File: src/rtl/pcie_tx_pkg.sv
// rtl/pcie_tx_pkg.sv - shared widths and FSM state encoding for the PCIe TX arbiter
package pcie_tx_pkg;

  localparam int TDATA_W    = 64;
  localparam int TKEEP_W    = 8;
  localparam int TUSER_W    = 4;
  localparam int BEAT_CNT_W = 8;
  localparam int PKT_CNT_W  = 16;

  typedef enum logic [1:0] {
    ST_IDLE  = 2'd0,
    ST_BUSY0 = 2'd1,
    ST_BUSY1 = 2'd2,
    ST_CFG   = 2'd3
  } arb_state_e;

endpackage

File: src/rtl/pcie_tx_arbiter_if.sv
// rtl/pcie_tx_arbiter_if.sv - one TLP stream (data, keep, last, valid, user, ready)
interface pcie_tx_arbiter_if;
  import pcie_tx_pkg::*;

  logic [TDATA_W-1:0] tdata;
  logic [TKEEP_W-1:0] tkeep;
  logic               tlast;
  logic               tvalid;
  logic [TUSER_W-1:0] tuser;
  logic               tready;

  modport master (
    output tdata, tkeep, tlast, tvalid, tuser,
    input  tready
  );

  modport slave (
    input  tdata, tkeep, tlast, tvalid, tuser,
    output tready
  );

endinterface

File: src/rtl/pcie_tx_rr_pick.sv
// rtl/pcie_tx_rr_pick.sv - two-requester one-hot grant pick, purely combinational
module pcie_tx_rr_pick #(
  parameter int ROUND_ROBIN = 1
) (
  input  logic       req0,
  input  logic       req1,
  input  logic       last_winner,
  output logic [1:0] gnt
);

  always_comb begin
    gnt = 2'b00;
    if (req0 && req1) begin
      // On contention favour whichever port did not win last time.
      if ((ROUND_ROBIN != 0) && !last_winner) begin
        gnt = 2'b10;
      end else begin
        gnt = 2'b01;
      end
    end else if (req0) begin
      gnt = 2'b01;
    end else if (req1) begin
      gnt = 2'b10;
    end
  end

endmodule

File: src/rtl/pcie_tx_arbiter.sv
// rtl/pcie_tx_arbiter.sv - locks the PCIe TX channel to one requester per TLP, with a config-engine grant
module pcie_tx_arbiter
  import pcie_tx_pkg::*;
#(
  parameter int ROUND_ROBIN = 1,
  parameter int MAX_BEATS   = 130
) (
  input  logic                 user_clk,
  input  logic                 user_reset,
  pcie_tx_arbiter_if.slave     p0,
  pcie_tx_arbiter_if.slave     p1,
  pcie_tx_arbiter_if.master    s_axis_tx,
  input  logic                 tx_cfg_req,
  output logic                 tx_cfg_gnt,
  output logic [PKT_CNT_W-1:0] p0_pkt_cnt,
  output logic [PKT_CNT_W-1:0] p1_pkt_cnt,
  output logic                 overlong
);

  localparam logic [BEAT_CNT_W-1:0] OVL_AT = BEAT_CNT_W'(MAX_BEATS);

  arb_state_e           state_q, state_d;
  logic                 last_winner_q, last_winner_d;
  logic [BEAT_CNT_W-1:0] beat_cnt_q, beat_cnt_d;
  logic [PKT_CNT_W-1:0] p0_pkt_cnt_q, p0_pkt_cnt_d;
  logic [PKT_CNT_W-1:0] p1_pkt_cnt_q, p1_pkt_cnt_d;
  logic                 overlong_q, overlong_d;
  logic                 cfg_gnt_q, cfg_gnt_d;
  logic                 busy0, busy1, beat_acc, tlp_done;
  logic [1:0]           pick_gnt;

  pcie_tx_rr_pick #(.ROUND_ROBIN(ROUND_ROBIN)) u_pick (
    .req0        (p0.tvalid),
    .req1        (p1.tvalid),
    .last_winner (last_winner_q),
    .gnt         (pick_gnt)
  );

  // Reset gates the datapath so an interrupted TLP cannot leak a beat in the reset cycle.
  assign busy0 = (state_q == ST_BUSY0) && !user_reset;
  assign busy1 = (state_q == ST_BUSY1) && !user_reset;

  always_comb begin
    s_axis_tx.tdata  = p0.tdata;
    s_axis_tx.tkeep  = p0.tkeep;
    s_axis_tx.tlast  = p0.tlast;
    s_axis_tx.tuser  = p0.tuser;
    if (busy1) begin
      s_axis_tx.tdata = p1.tdata;
      s_axis_tx.tkeep = p1.tkeep;
      s_axis_tx.tlast = p1.tlast;
      s_axis_tx.tuser = p1.tuser;
    end
    s_axis_tx.tvalid = (busy0 && p0.tvalid) || (busy1 && p1.tvalid);
    p0.tready        = busy0 && s_axis_tx.tready;
    p1.tready        = busy1 && s_axis_tx.tready;
  end

  assign beat_acc = s_axis_tx.tvalid && s_axis_tx.tready;
  assign tlp_done = beat_acc && s_axis_tx.tlast;

  always_comb begin
    state_d       = state_q;
    last_winner_d = last_winner_q;
    beat_cnt_d    = beat_cnt_q;
    p0_pkt_cnt_d  = p0_pkt_cnt_q;
    p1_pkt_cnt_d  = p1_pkt_cnt_q;
    overlong_d    = overlong_q;
    case (state_q)
      ST_IDLE: begin
        beat_cnt_d = '0;
        if (tx_cfg_req) begin
          state_d = ST_CFG;
        end else if (pick_gnt[0]) begin
          state_d = ST_BUSY0;
        end else if (pick_gnt[1]) begin
          state_d = ST_BUSY1;
        end
      end
      ST_BUSY0, ST_BUSY1: begin
        if (beat_acc) begin
          beat_cnt_d = (beat_cnt_q == '1) ? beat_cnt_q : beat_cnt_q + 1'b1;
          // beat_cnt_q counts earlier beats, so this is beat MAX_BEATS+1 or later.
          if (!s_axis_tx.tlast && (beat_cnt_q >= OVL_AT)) begin
            overlong_d = 1'b1;
          end
        end
        if (tlp_done) begin
          state_d    = ST_IDLE;
          beat_cnt_d = '0;
          if (state_q == ST_BUSY1) begin
            last_winner_d = 1'b1;
            p1_pkt_cnt_d  = p1_pkt_cnt_q + 1'b1;
          end else begin
            last_winner_d = 1'b0;
            p0_pkt_cnt_d  = p0_pkt_cnt_q + 1'b1;
          end
        end
      end
      ST_CFG: begin
        beat_cnt_d = '0;
        if (!tx_cfg_req) begin
          state_d = ST_IDLE;
        end
      end
      default: state_d = ST_IDLE;
    endcase
    cfg_gnt_d = (state_d == ST_CFG);
  end

  always_ff @(posedge user_clk) begin
    if (user_reset) begin
      state_q       <= ST_IDLE;
      last_winner_q <= 1'b1;
      beat_cnt_q    <= '0;
      p0_pkt_cnt_q  <= '0;
      p1_pkt_cnt_q  <= '0;
      overlong_q    <= 1'b0;
      cfg_gnt_q     <= 1'b0;
    end else begin
      state_q       <= state_d;
      last_winner_q <= last_winner_d;
      beat_cnt_q    <= beat_cnt_d;
      p0_pkt_cnt_q  <= p0_pkt_cnt_d;
      p1_pkt_cnt_q  <= p1_pkt_cnt_d;
      overlong_q    <= overlong_d;
      cfg_gnt_q     <= cfg_gnt_d;
    end
  end

  assign tx_cfg_gnt = cfg_gnt_q;
  assign p0_pkt_cnt = p0_pkt_cnt_q;
  assign p1_pkt_cnt = p1_pkt_cnt_q;
  assign overlong   = overlong_q;

endmodule
File: src/flat_wrapper.sv
// flat-port wrapper written by rule: the top's interface ports become plain ports
module pcie_tx_arbiter_flat import pcie_tx_pkg::*;
#(
  parameter int ROUND_ROBIN = 1,
  parameter int MAX_BEATS   = 130
)
  (user_clk, user_reset, tx_cfg_req, tx_cfg_gnt, p0_pkt_cnt, p1_pkt_cnt, overlong, p0_tdata, p0_tkeep, p0_tlast, p0_tvalid, p0_tuser, p0_tready, p1_tdata, p1_tkeep, p1_tlast, p1_tvalid, p1_tuser, p1_tready, s_axis_tx_tdata, s_axis_tx_tkeep, s_axis_tx_tlast, s_axis_tx_tvalid, s_axis_tx_tuser, s_axis_tx_tready);
  pcie_tx_arbiter_if p0_i ();
  pcie_tx_arbiter_if p1_i ();
  pcie_tx_arbiter_if s_axis_tx_i ();
  input  logic user_clk;
  input  logic user_reset;
  input  logic tx_cfg_req;
  output logic tx_cfg_gnt;
  output logic [PKT_CNT_W-1:0] p0_pkt_cnt;
  output logic [PKT_CNT_W-1:0] p1_pkt_cnt;
  output logic overlong;
  input wire logic [$bits(p0_i.tdata)-1:0] p0_tdata;
  input wire logic [$bits(p0_i.tkeep)-1:0] p0_tkeep;
  input wire logic [$bits(p0_i.tlast)-1:0] p0_tlast;
  input wire logic [$bits(p0_i.tvalid)-1:0] p0_tvalid;
  input wire logic [$bits(p0_i.tuser)-1:0] p0_tuser;
  output wire logic [$bits(p0_i.tready)-1:0] p0_tready;
  input wire logic [$bits(p1_i.tdata)-1:0] p1_tdata;
  input wire logic [$bits(p1_i.tkeep)-1:0] p1_tkeep;
  input wire logic [$bits(p1_i.tlast)-1:0] p1_tlast;
  input wire logic [$bits(p1_i.tvalid)-1:0] p1_tvalid;
  input wire logic [$bits(p1_i.tuser)-1:0] p1_tuser;
  output wire logic [$bits(p1_i.tready)-1:0] p1_tready;
  output wire logic [$bits(s_axis_tx_i.tdata)-1:0] s_axis_tx_tdata;
  output wire logic [$bits(s_axis_tx_i.tkeep)-1:0] s_axis_tx_tkeep;
  output wire logic [$bits(s_axis_tx_i.tlast)-1:0] s_axis_tx_tlast;
  output wire logic [$bits(s_axis_tx_i.tvalid)-1:0] s_axis_tx_tvalid;
  output wire logic [$bits(s_axis_tx_i.tuser)-1:0] s_axis_tx_tuser;
  input wire logic [$bits(s_axis_tx_i.tready)-1:0] s_axis_tx_tready;
  assign p0_i.tdata = p0_tdata;
  assign p0_i.tkeep = p0_tkeep;
  assign p0_i.tlast = p0_tlast;
  assign p0_i.tvalid = p0_tvalid;
  assign p0_i.tuser = p0_tuser;
  assign p0_tready = p0_i.tready;
  assign p1_i.tdata = p1_tdata;
  assign p1_i.tkeep = p1_tkeep;
  assign p1_i.tlast = p1_tlast;
  assign p1_i.tvalid = p1_tvalid;
  assign p1_i.tuser = p1_tuser;
  assign p1_tready = p1_i.tready;
  assign s_axis_tx_tdata = s_axis_tx_i.tdata;
  assign s_axis_tx_tkeep = s_axis_tx_i.tkeep;
  assign s_axis_tx_tlast = s_axis_tx_i.tlast;
  assign s_axis_tx_tvalid = s_axis_tx_i.tvalid;
  assign s_axis_tx_tuser = s_axis_tx_i.tuser;
  assign s_axis_tx_i.tready = s_axis_tx_tready;
  pcie_tx_arbiter #(.ROUND_ROBIN(ROUND_ROBIN), .MAX_BEATS(MAX_BEATS)) u_core (.user_clk(user_clk), .user_reset(user_reset), .p0(p0_i), .p1(p1_i), .s_axis_tx(s_axis_tx_i), .tx_cfg_req(tx_cfg_req), .tx_cfg_gnt(tx_cfg_gnt), .p0_pkt_cnt(p0_pkt_cnt), .p1_pkt_cnt(p1_pkt_cnt), .overlong(overlong));
endmodule
File: config.mk
export PLATFORM = sky130hd
export DESIGN_NAME = pcie_tx_arbiter_flat
export DESIGN_NICKNAME = d
export VERILOG_FILES = /design/src/rtl/pcie_tx_pkg.sv /design/src/rtl/pcie_tx_arbiter_if.sv /design/src/rtl/pcie_tx_rr_pick.sv /design/src/rtl/pcie_tx_arbiter.sv /design/src/flat_wrapper.sv
export SDC_FILE = /design/constraint.sdc
export NUM_CORES = 1
export LEC_CHECK = 0
export ABC_AREA = 0
export CORE_ASPECT_RATIO = 1.25
export CORE_MARGIN = 3
export CORE_UTILIZATION = 30
export DETAILED_ROUTE_END_ITERATION = 8
export PLACE_DENSITY = 0.75
export SYNTH_ARGS = -nofsm -noshare
export SYNTH_HDL_FRONTEND = slang
export SYNTH_HIERARCHICAL = 1
export SYNTH_SLANG_ARGS = --single-unit
File: constraint.sdc
create_clock -name user_clk -period 3.45 [get_ports user_clk]
set_input_delay 0.69 -clock user_clk [delete_from_list [all_inputs] [get_ports user_clk]]
set_output_delay 0.69 -clock user_clk [all_outputs]
set_load 0.05 [all_outputs]
==> impl_metrics.toml, run 1 <==
[cells_and_area]
nNetsFinal = 818
area_growth_pct = 81.99
utilization = 0.5618
final_cell_area_mm2 = 0.006257
antenna_cells = 0
final_layout_size_suffix_gt1_frac = 0.2949
regArea_um2 = 900.9
fillers = 1014
multi_input_area_mm2 = 0.002370

[clock_network]
cts_hold_buffers = 0
cts.htree.levels = 2
path_clk_slew_ns = 0.06
root_buffer = "clkbuf_16"
numClockSinks = 45
post_cts_buffers = 0
clk_latency_ns = 0.29
cts.path.max_buffers = 2
numCtsBuffers = 5
tritoncts = "yes"
ctsResizeCount = 0

[min_path]
min_from = "u_core/beat_cnt_q[7]$_SDFFE_PP0P_"
holdPathEnd = "u_core/beat_cnt_q[7]$_SDFFE_PP0P_"
hold_class = "reg -> reg"
holdPathStages = 2

[logic_synthesis]
synth_edf_count = 0
yosysUniqueCellTypes = 48
synth_top_area_cell = "mux2_2"
ys_seq_area_frac = 0.2620
synth_nets = 558
yosys_warnings = 6
synth_top_area_frac = 0.2980
yosysMostFrequentCell = "mux2_2"
syn_inst = 390
netlist_area_mm2 = 0.003438
synth_common_cells = "mux2_2 (91), dfxtp_1 (45), nor2_1 (26), a21oi_1 (20), nand2_1 (18)"
ys_async_sr_fraction = 0
synth_ff_type = "dfxtp_1"
ys_ff_latch = 45
synthTopCellsByArea = "mux2_2 (30%), dfxtp_1 (26%), nor2b_1 (3.1%)"
synth.avg_cell_area_um2 = 8.816

[global_routing]
grt_pass1_wl_mm = 23.73
antenna_found_initial = 0
grt_pass1_vias = 4097
overflow = 0
grt_max_degree = 59
track_usage = 0.2442

[detailed_routing]
drc = 0
final_antenna_net_count = 0
wire_per_inst_um = 21.16
first_pass_iters = 4
drt_iter0_markers = 238
routed_wl_mm = 16.64
avgViaCountPerCell = 5.221
dr_total_vias = 4104

[worst_setup_path]
crit_path_end_kind = "output port"
required_ns = 2.76
crit_family = "buffers and inverters"
critPathKind = "in -> out"
cp_data_arrival_time_ns = 2.21
r2r-start = "u_core/state_q[0]$_SDFF_PP0_"
critical_path.max_stage_delay_ns = 0.37
reg2reg_setup_slack_ns = 0.93
worstReg2RegEnd = "u_core/p1_pkt_cnt[6]$_SDFFE_PP0P_"
timing.critical_path.buf_inv = 4
crit_chain = "buf_2 > or2b_2 > buf_4 > a21oi_2 > inv_1 > buf_4"
path_common_cell = "buf_4"
startpoint_type = "primary input"
cp_slowest_cell = "or2b_2"
reg2reg_depth = 8
cp_max_fo = 21

[timing]
timing.setup.tns_ns = 0
slew_violations = 0
period_needed_ns = 2.899
fin_skew_ns = 0.004179
rsz0062_at_grt = "false"
maxSlewHeadroom = 0.5083
fmax_mhz = 345.0
period_share = 0.8403
setup_viol = 0
hold_violations = 0
worst_pin_slew_ns = 0.7298

[placement]
port_buffers = 273
dpl-instance-area_mm2 = 0.006081
place.detailed.hpwl_mm = 13.70
gp_routability_congestion = 0.9563

[pwr]
max-vdd-ir-drop_mv = 0.2718
p_per_area_mw_per_mm2 = 360.1
leakage_uw = 0.002390

[job]
maxCapViolCount = 0

[floorplanning]
num_io_pins = 274
core_mm2 = 0.01114
die_area_mm2 = 0.01279
num_rows = 43
start_util = 0.3087
die_h_um = 125.7
die_x_um = 101.8

[run_status]
status = "completed"
-- tightest hold or removal path, cell delays in order (launching register included) --
cell     delay (ns)
dfxtp_1        0.33
o31ai_1        0.07
a21oi_1        0.06
-- layer usage --
layer | part of all wire | track usage | vias up
met4 | 0.0055 | 0.03052 | 0
met2 | 0.45 | 0.3860 | 198
met3 | 0.13 | 0.09695 | 11
met5 | 0 | 0 | -
met1 | 0.42 | 0.3229 | 1925
li1 | - | - | 1970
-- registers in the layout, summed over array words and instances, names as in the netlist --
name	flops
u_core/beat_cnt_q	8
u_core/last_winner_q	1
u_core/overlong	1
u_core/p0_pkt_cnt	16
u_core/p1_pkt_cnt	16
u_core/state_q	2
u_core/tx_cfg_gnt	1
-- kinds of logic after synthesis --
group                    share of synthesized area
AND/OR/NAND/NOR                             0.2307
adder cells (fa/ha/maj)                    0.02911
XOR/XNOR                                   0.01274
flip-flops                                  0.2620
multiplexers                                0.3039
buffers and inverters                      0.04913
AO/OA/AOI/OAI                               0.1125
-- cell type report --
type	count	share of cell area
tap	135	0.02699
clock buffer	6	0.02220
clock inverter	2	0.005999
sequential	45	0.1440
multi-input combinational	305	0.3787
timing repair buffer	280	0.4143
inverter	13	0.007798
-- power by group --
part	total (µW)	internal [µW]	switching, µW
combinational	1150	455	690
sequential	540	529	10.3
clock	568	362	207
total	2250	1350	907
-- placed cells by master, fill, tap and decap left out, drive strengths merged, types with 2 or more instances in the layout --
master         count
clkbuf             6
o21ai              9
nand4             10
nor3               8
ha                 8
nand3b             3
nor2b             17
inv               13
nand2             18
buf               88
xnor2              5
nor4              10
and3               2
o31ai             10
mux2              91
nand4b             2
nand2b             2
nand3             13
mux2i              2
o311a              2
clkdlybuf4s50    192
dfxtp             45
and2               2
or3                9
and4               4
nor2              26
a21oi             21
or4               12
a21boi             3
-- worst max path at each step --
| stage | startpoint | depth (start not counted) | endpoint | slack [ns] |
|---|---|---|---|---|
| floorplan | user_reset | 5 | p1_tready | 0.58 |
| global placement | user_reset | 6 | s_axis_tx_tlast | 0.61 |
| detailed placement | user_reset | 6 | s_axis_tx_tlast | 0.55 |
| CTS | u_core/state_q[1]$_SDFF_PP0_ | 6 | s_axis_tx_tlast | 0.55 |
| global route | u_core/state_q[1]$_SDFF_PP0_ | 6 | s_axis_tx_tlast | 0.42 |
| finish | user_reset | 6 | s_axis_tx_tlast | 0.55 |
-- metrics by stage --
step	instances	power [µW]	hold WS (ns)	setup WS (ns)
final	786	2253	0.5023	0.5511
after global routing	786	2338	0.5260	0.4196
after CTS	786	2261	0.5008	0.5454
after detailed placement	778	1687	0.4904	0.5550
after global placement	778	1678	0.4829	0.6089
after floorplan	390	1254	0.4645	0.5817
No activity file was read; power rests on OpenSTA's default activity.
==> inputs of run 2 (changes only) <==
PLACE_DENSITY = 0.78   (was 0.75)
clock period = 2.6 ns   (was 3.45 ns; I/O delays follow)
==> run 2 against run 1 <==
Against the previous run: worst hold slack improved by 0.0028 ns; core utilization increased by 1.3 points; clock skew increased by 0.0040 ns; die area unchanged; first-iteration DRC count decreased by 29%; largest cell class unchanged; highest routed layer unchanged.
==> impl_metrics.toml, run 2 (synthesized netlist as in run 1, its figures left out) <==
[placement]
dp.cells = 787
port_buffers = 273
place.detailed.hpwl_mm = 13.33
gp_routability_congestion = 0.8868
dp_slack_ns = 0.09726
dpl-instance-area_mm2 = 0.006173

[cells_and_area]
most-common-layout-cells = "clkdlybuf4s50_1 (192), buf_4 (95), mux2_2 (87)"
layout_commonest_cell = "clkdlybuf4s50_1"
antenna_cells = 0
fillers = 950
final_layout_size_suffix_gt1_frac = 0.3117
final_cell_area_mm2 = 0.006405
area_growth_pct = 86.28
fin_cells = 799
nNetsFinal = 831
utilization = 0.5751
regArea_um2 = 903.4
multi_input_area_mm2 = 0.002387

[timing]
period_share = 0.9777
worst_pin_slew_ns = 0.6994
period_needed_ns = 2.542
maxSlewHeadroom = 0.5288
setup_slack_ns = 0.05789
slew_violations = 0
hold_violations = 0
rsz0062_at_grt = "true"
setup_viol = 0
fin_skew_ns = 0.008219
fmax_mhz = 393.4

[detailed_routing]
dr_total_vias = 4221
avgViaCountPerCell = 5.283
drt_iter0_markers = 168
routed_wl_mm = 16.32
final_antenna_net_count = 0
wire_per_inst_um = 20.42
drc = 0
first_pass_iters = 4

[run_status]
status = "completed"

[clock_network]
tritoncts = "yes"
cts_hold_buffers = 0
root_buffer = "clkbuf_16"
clk_latency_ns = 0.29
cts.htree.levels = 2
cts.path.max_buffers = 2
numClockSinks = 45
path_clk_slew_ns = 0.07
numCtsBuffers = 5

[global_routing]
antenna_found_initial = 0
track_usage = 0.2359
grt_pass1_wl_mm = 23.00
overflow = 0
grt_max_degree = 49
grt_pass1_vias = 4081

[floorplanning]
die_x_um = 101.8
start_util = 0.3087
core_mm2 = 0.01114
die_area_mm2 = 0.01279
num_rows = 43
die_h_um = 125.7
num_io_pins = 274

[worst_setup_path]
crit_path_end_kind = "output port"
critPathKind = "reg -> out"
cp_data_arrival_time_ns = 2.02
cp_slowest_cell = "mux2_2"
critical_path.max_stage_delay_ns = 0.39
required_ns = 2.08
crit_chain = "inv_1 > ha_1 > or2b_4 > clkbuf_16 > mux2_2 > buf_4"
startpoint_type = "flop"
cp_max_fo = 15

[pwr]
leakage_uw = 0.002489
max-vdd-ir-drop_mv = 0.2723
p_per_area_mw_per_mm2 = 460.9

[job]
maxCapViolCount = 0

[min_path]
hold_class = "reg -> reg"
## run 2: changes by cell type in the layout (fill, tap and decap cells not counted), moves of 2 or more
cell	change
dfxtp_1	-2
buf_4	+9
mux2_4	+4
clkbuf_16	+2
mux2_2	-4
buf_12	+2
dfxtp_2	+2
## run 2: metal layers
layer / global-route usage / vias to the layer above / share of wire
li1: - / 1994 / -
met1: 0.3174 / 1969 / 0.41
met2: 0.3629 / 247 / 0.45
met3: 0.09197 / 11 / 0.13
met4: 0.03991 / 0 / 0.0075
met5: 0 / - / 0
## run 2: area by class of cell
type,instances,area share
inverters,13,0.007619
multi-input cells,305,0.3727
clock buffers,5,0.01954
well taps,135,0.02637
repair buffers,293,0.4294
clock inverters,3,0.003321
flip-flops and latches,45,0.1410
## run 2: critical path, delay by kind of cell (launching register included)
family	cells	cell delay, ns
DFF	1	0.36
buffers and inverters	3	0.47
and+or+nand+nor	1	0.30
adders and majority gates	1	0.21
muxes	1	0.39
## run 2: path summary, 6_finish.rpt
path / from / to / slack, ns / cells past startpoint
setup / recovery: u_core/state_q[0]$_SDFF_PP0_ / s_axis_tx_tdata[7] / 0.06 / 6
hold / removal: u_core/p0_pkt_cnt[9]$_SDFFE_PP0P_ / u_core/p0_pkt_cnt[9]$_SDFFE_PP0P_ / 0.51 / 2
setup reg to reg: u_core/state_q[1]$_SDFF_PP0_ / u_core/p0_pkt_cnt[9]$_SDFFE_PP0P_ / 0.31 / 6
hold reg to reg: u_core/p0_pkt_cnt[9]$_SDFFE_PP0P_ / u_core/p0_pkt_cnt[9]$_SDFFE_PP0P_ / 0.51 / 2
## run 2: stage by stage
| stage | hold slack, ns | setup TNS, ns | total power (µW) |
|---|---|---|---|
| 6_report | 0.5051 | 0 | 2952 |
| 5_1_grt | 0.5275 | -0.01055 | 3063 |
| 4_1_cts | 0.5041 | 0 | 2927 |
| 3_5_place_dp | 0.4939 | 0 | 2273 |
| 3_3_place_gp | 0.4831 | 0 | 2257 |
| 2_1_floorplan | 0.4645 | 0 | 1664 |
## run 2: repair_timing
| item | in CTS | in global routing |
|---|---|---|
| setup endpoints to repair | 21 | 69 |
| gates cloned | 0 | 2 |
| gates resized for setup | 2 | 5 |
| endpoints found under the hold margin | 0 | 0 |
| buffers inserted | 0 | 2 |
## run 2: power by group
part | total (µW) | switching (µW) | internal, µW | leakage (µW)
logic | 1590 | 929 | 660 | 0.00206
clock network | 644 | 285 | 358 | 0.0000702
registers | 720 | 15.8 | 704 | 0.000364
total | 2950 | 1230 | 1720 | 0.00249
